### src/rtl/background_gen_pkg.sv
// background_gen_pkg: shared widths, default view geometry and region codes for the
// background/wall compositor and its vblank strobe generator.
//   RGB_W       - pixel width, RRGGBB
//   POS_W       - beam coordinate width
//   *_DEF       - default visible geometry, shared with the VGA sync block
//   region_e    - stage-1 region code carried down the pixel pipeline
package background_gen_pkg;

  localparam int unsigned RGB_W = 6;
  localparam int unsigned POS_W = 10;

  localparam int unsigned H_VIEW_DEF = 640;
  localparam int unsigned V_VIEW_DEF = 480;
  localparam int unsigned HALF_DEF   = 240;

  typedef enum logic [1:0] {
    RegSky   = 2'd0,
    RegFloor = 2'd1,
    RegWall  = 2'd2
  } region_e;

endpackage

### src/rtl/vblank_strobe.sv
// vblank_strobe: detects entry into vertical blanking and emits a one-cycle load_new
// strobe, together with an 8-bit frame counter that steps on the same edge.
//   clk      in   pixel clock
//   reset_n  in   asynchronous active-low reset
//   v        in   beam row
//   load_new out  one-cycle strobe, high the cycle after v first reaches V_VIEW
//   frame    out  frame counter, wraps 255 -> 0
module vblank_strobe
  import background_gen_pkg::*;
#(
  parameter int unsigned V_VIEW = V_VIEW_DEF
) (
  input  logic             clk,
  input  logic             reset_n,
  input  logic [POS_W-1:0] v,
  output logic             load_new,
  output logic [7:0]       frame
);

  localparam logic [POS_W-1:0] VView = POS_W'(V_VIEW);

  logic       in_vb_d;
  logic       in_vb_q;
  logic       enter_vb;
  logic       load_new_q;
  logic [7:0] frame_q;

  always_comb begin
    in_vb_d  = (v >= VView);
    // Edge against the registered flag, so a stalled or jumping v fires only once.
    enter_vb = in_vb_d & ~in_vb_q;
  end

  // in_vb resets high so a reset taken inside vblank cannot produce a strobe on release.
  always_ff @(posedge clk or negedge reset_n) begin
    if (!reset_n) begin
      in_vb_q    <= 1'b1;
      load_new_q <= 1'b0;
      frame_q    <= 8'd0;
    end else begin
      in_vb_q    <= in_vb_d;
      load_new_q <= enter_vb;
      if (enter_vb) begin
        frame_q <= frame_q + 8'd1;
      end
    end
  end

  assign load_new = load_new_q;
  assign frame    = frame_q;

endmodule

### src/rtl/background_gen.sv
// background_gen: two-stage per-pixel compositor producing sky, floor or wall colour.
// Stage 1 registers visibility, region code and wall colour; stage 2 registers rgb,
// picking the live sky/floor colours at that point.
//   clk       in   pixel clock, one pixel per cycle
//   reset_n   in   asynchronous active-low reset (release already synchronised upstream)
//   h, v      in   beam column / row
//   sky       in   sky colour
//   floor     in   floor colour
//   leak      in   rows of floor raised above the horizon
//   wall_h    in   wall half-height for column h
//   wall_rgb  in   wall colour for column h
//   rgb       out  final registered pixel, 2 cycles after inputs
//   load_new  out  one-cycle strobe on vblank entry
//   frame     out  frame counter
module background_gen
  import background_gen_pkg::*;
#(
  parameter int unsigned H_VIEW = H_VIEW_DEF,
  parameter int unsigned V_VIEW = V_VIEW_DEF,
  parameter int unsigned HALF   = HALF_DEF
) (
  input  logic             clk,
  input  logic             reset_n,
  input  logic [POS_W-1:0] h,
  input  logic [POS_W-1:0] v,
  input  logic [RGB_W-1:0] sky,
  input  logic [RGB_W-1:0] floor,
  input  logic [5:0]       leak,
  input  logic [POS_W-1:0] wall_h,
  input  logic [RGB_W-1:0] wall_rgb,
  output logic [RGB_W-1:0] rgb,
  output logic             load_new,
  output logic [7:0]       frame
);

  localparam logic [POS_W-1:0] HView  = POS_W'(H_VIEW);
  localparam logic [POS_W-1:0] VView  = POS_W'(V_VIEW);
  localparam logic [POS_W-1:0] Half   = POS_W'(HALF);
  localparam logic [POS_W:0]   HalfX  = (POS_W + 1)'(HALF);

  logic             vis_d;
  logic [POS_W-1:0] fb;
  logic [POS_W:0]   v_x;
  logic [POS_W:0]   wh_x;
  region_e          region_d;

  logic             vis_q;
  region_e          region_q;
  logic [RGB_W-1:0] wall_rgb_q;

  logic [RGB_W-1:0] rgb_d;
  logic [RGB_W-1:0] rgb_q;

  always_comb begin
    vis_d = (h < HView) && (v < VView);
    // leak <= 63 < HALF, so the floor boundary never underflows.
    fb    = Half - {{(POS_W - 6){1'b0}}, leak};
    // One extra bit keeps v + wall_h and HALF + wall_h from wrapping.
    v_x   = {1'b0, v};
    wh_x  = {1'b0, wall_h};
    if ((v_x + wh_x >= HalfX) && (v_x < HalfX + wh_x)) begin
      region_d = RegWall;
    end else if (v >= fb) begin
      region_d = RegFloor;
    end else begin
      region_d = RegSky;
    end
  end

  always_ff @(posedge clk or negedge reset_n) begin
    if (!reset_n) begin
      vis_q      <= 1'b0;
      region_q   <= RegSky;
      wall_rgb_q <= '0;
    end else begin
      vis_q      <= vis_d;
      region_q   <= region_d;
      wall_rgb_q <= wall_rgb;
    end
  end

  // sky/floor are taken live here; they only change in vblank so no tearing results.
  always_comb begin
    rgb_d = '0;
    if (vis_q) begin
      case (region_q)
        RegSky:   rgb_d = sky;
        RegFloor: rgb_d = floor;
        RegWall:  rgb_d = wall_rgb_q;
        default:  rgb_d = '0;
      endcase
    end
  end

  always_ff @(posedge clk or negedge reset_n) begin
    if (!reset_n) begin
      rgb_q <= '0;
    end else begin
      rgb_q <= rgb_d;
    end
  end

  assign rgb = rgb_q;

  vblank_strobe #(
    .V_VIEW (V_VIEW)
  ) u_vblank_strobe (
    .clk      (clk),
    .reset_n  (reset_n),
    .v        (v),
    .load_new (load_new),
    .frame    (frame)
  );

endmodule

### config.mk
export PLATFORM = sky130hd
export DESIGN_NAME = background_gen
export DESIGN_NICKNAME = d
export VERILOG_FILES = /design/src/rtl/background_gen_pkg.sv /design/src/rtl/vblank_strobe.sv /design/src/rtl/background_gen.sv
export SDC_FILE = /design/constraint.sdc
export NUM_CORES = 1
export LEC_CHECK = 0
export CELL_PAD_IN_SITES_DETAIL_PLACEMENT = 1
export CELL_PAD_IN_SITES_GLOBAL_PLACEMENT = 2
export CORE_MARGIN = 5
export CORE_UTILIZATION = 29
export DETAILED_ROUTE_END_ITERATION = 8
export PLACE_DENSITY = 0.84
export SYNTH_ARGS = -nofsm -noshare
export SYNTH_HDL_FRONTEND = slang
export SYNTH_SLANG_ARGS = --single-unit
### constraint.sdc
create_clock -name clk -period 4.1 [get_ports clk]
set_clock_uncertainty 0.05 [all_clocks]
set_input_delay 1.025 -clock clk [delete_from_list [all_inputs] [get_ports clk]]
set_output_delay 1.025 -clock clk [all_outputs]
set_load 0.02 [all_outputs]
==> metrics.txt <==
Worst Setup Start Kind primary input; Worst IR Drop VDD approximately 0.000099 V; Final min period 3.195 ns; LEAKAGE 1.273 nW; post-cts sizing count 0; DIE HEIGHT between 90 and 100 um; CP Cell Sequence clkdlybuf4s50_1 -> ha_1 -> fa_1 -> nor2b_1 -> o311a_1 -> or3_1 -> o211ai_2 -> o211ai_2 -> and2_1; synthesized flop and latch total 25; Final Hold Slack approximately 0.43 ns; Synth Area in Adders roughly a fifth; Slew HR a little over a quarter; Pins Over Slew Limit 0; number of max-cap violations 0; simple-gate area share of the yosys netlist 18.17%; Cell Rows 30; Required @ worst endpoint roughly 4.2 ns; Setup TNS Final 0 ns; Remaining DRCs 0; crit share post-route between 70% and 80%; RSZ-0062 raised after global routing false; critical path peak fanout 4; hpwl dp approximately 4500 um; CP Class primary input to flop; compound-cell area share of the yosys netlist around 18%; initial antenna violation count 0; Netlist cell types 51; Clock Root Buffer clkbuf_8; H-tree depth 1; pin count of the biggest net entering global routing 26; number of synthesized flops with an enable pin 0; placed insts ~370; RePlAce Congestion 0.7910; post-synthesis xor/xnor area fraction around 7%; share of post-route cells with drive strength above 1 ~4.7%; post-synthesis mux area share 4.002%; Seq/Total Area, Yosys 30.85%; post-synth net total approximately 300; Hold Fails Final Rpt 0; dpl cell area around 0.0028 sq mm; Hold Crit Class flop to flop; Total GRT Usage about an eighth; DR vias 1797; Critical Path End Type flop; clk buf depth 2; Initial Util between 20% and 30%; Total Nets Final 362; CTS Sinks 25; routed len/inst ~14 um; crit path buf inv count 1; Detail Route Antenna Nets 0; Avg Inst Size Synth 9.585 sq um; vias in the first global route around 1.8k; TritonCTS clock tree yes; drt pass-1 iters 4; global-route wire length before repair around 8400 um; Non-Filler Cell Area, Final roughly 0.0028 sq mm; Iteration-0 DRC Markers 19; area of the multi-input gates around 0.0013 sq mm; number of diodes 0; Synth Flop Type dfrtp_1; worst path arrival time around 3.3 ns; Worst-path clk slew 0.08 ns; fmax ~0.31 GHz; I/O Buffers 63; Non-Filler Instances roughly 370; power per cell area a little over 300 mW/mm^2; DRT Wirelength 5242 um; IO Count 71; vias per cell 4.844; Reg area approximately 630 sq um; Synth top area share between 20% and 30%; top post-synthesis cells by area dfrtp_1, ha_1, xor2_1; most area-hungry cell type in the Yosys netlist dfrtp_1; Final Core Density 41.36%; Syn Std Cell Area 0.002032 sq mm; worst-skew pair later-pin latency roughly 0.26 ns; hold buffers post-CTS 0; Post-Syn Instances roughly 210; core area 0.006794 sq mm; Num CTS Buffers 3; Final setup violation count 0; post-synthesis async set-or-reset flop share 100.0%; Top delay family on crit path simple AND/OR/NAND/NOR gates; setup bufs post-CTS 0; die area between 0.008 and 0.009 sq mm; Area Growth Syn to Fin 38.30%; global route overflow 0; CP max stage delay around 0.42 ns; Ys Warns 0; Slew @ Worst Pin ~1.1 ns; fill cell count around 790; main combinational cell family by area after synthesis adder cells; CP max stage cell clkdlybuf4s50_1; Top cell by count, worst path o211ai_2; status finished clean; Die W approximately 94 um
## final timing paths
path / to / cells after the start / slack (ns) / from
max in group asynchronous: rgb[5] / 1 / 2.04 / reset_n
min in group asynchronous: u_vblank_strobe.frame[5] / 1 / 1.30 / reset_n
max reg2reg: u_vblank_strobe.frame[7] / 5 / 2.63 / u_vblank_strobe.in_vb_q
min reg2reg: u_vblank_strobe.frame[7] / 1 / 0.43 / u_vblank_strobe.frame[7]
max: region_q[1] / 9 / 0.91 / v[0]
min: u_vblank_strobe.frame[7] / 1 / 0.43 / u_vblank_strobe.frame[7]
## synth_stat cells, types with 2 or more instances
library cell	number
xnor2_1	7
o21ai_1	2
nor3b_1	2
o21ai_0	11
o41ai_1	2
nor3_1	4
and3_1	3
nand4_1	2
dfrtp_1	24
ha_1	29
nor2_1	8
o22ai_1	2
buf_2	3
a211oi_1	2
mux2i_1	7
a21oi_1	7
nand2_1	14
and2_1	9
o211ai_2	2
inv_1	14
o311a_1	2
nand3_1	7
a21o_1	6
nor2b_1	6
nand2b_1	3
xor2_1	9
## metal layers
metal	routed length [um]	up-vias	part of all wire (%)	GRT usage, %
li1	-	888	-	-
met1	2410	851	46	15.38
met2	2431	51	46	19.99
met3	329	7	6.3	1.282
met4	71	0	1.4	3.490
met5	0	-	0	0
## layout make-up
class                      instances  area share [%]
tap                               96           4.274
inverter                          14           1.870
clock inverter                     1          0.1781
timing repair buffer              63           22.44
clock buffer                       3           1.469
sequential                        25           22.31
multi-input combinational        169           47.46
## logic make-up (layout without fill, tap and decap cells)
logic type                 Yosys count  after routing
xor gates and xnor gates            16             16
DFF                                 25             25
AOI/OAI and AO/OA                   49             49
muxes                                8              8
buffers and inverters               18             81
and+or+nand+nor                     66             66
adders and majority gates           30             30
## cells in the final DEF, fill, tap and decap left out, types with 7 or more instances in the layout
| cell type | count |
|---|---|
| dfrtp_1 | 24 |
| nor2_1 | 8 |
| xor2_1 | 9 |
| ha_1 | 29 |
| nand2_1 | 14 |
| o21ai_0 | 11 |
| nand3_1 | 7 |
| inv_1 | 14 |
| and2_1 | 9 |
| a21oi_1 | 7 |
| mux2i_1 | 7 |
| clkdlybuf4s50_1 | 63 |
| xnor2_1 | 7 |
## sequential cells by signal, indices dropped and copies added (netlist names)
register / count
region_q: 2
rgb: 6
u_vblank_strobe.frame: 8
u_vblank_strobe.in_vb_q: 1
u_vblank_strobe.load_new: 1
vis_q: 1
wall_rgb_q: 6
## power by group
part / internal, mW / switching (mW) / leakage, nW
combinational: 0.201 / 0.183 / 0.934
clock: 0.0678 / 0.0727 / 0.0255
sequential: 0.291 / 0.0480 / 0.313
total: 0.560 / 0.303 / 1.27
## stage by stage
step / setup slack, ns / total power, mW
2_1_floorplan: 1.223 / 0.5489
3_3_place_gp: 0.6412 / 0.7210
3_5_place_dp: 0.6105 / 0.7347
4_1_cts: 0.8833 / 0.8804
5_1_grt: 0.7468 / 0.9236
6_report: 0.9051 / 0.8629
Power figures use the tool's default switching activity.
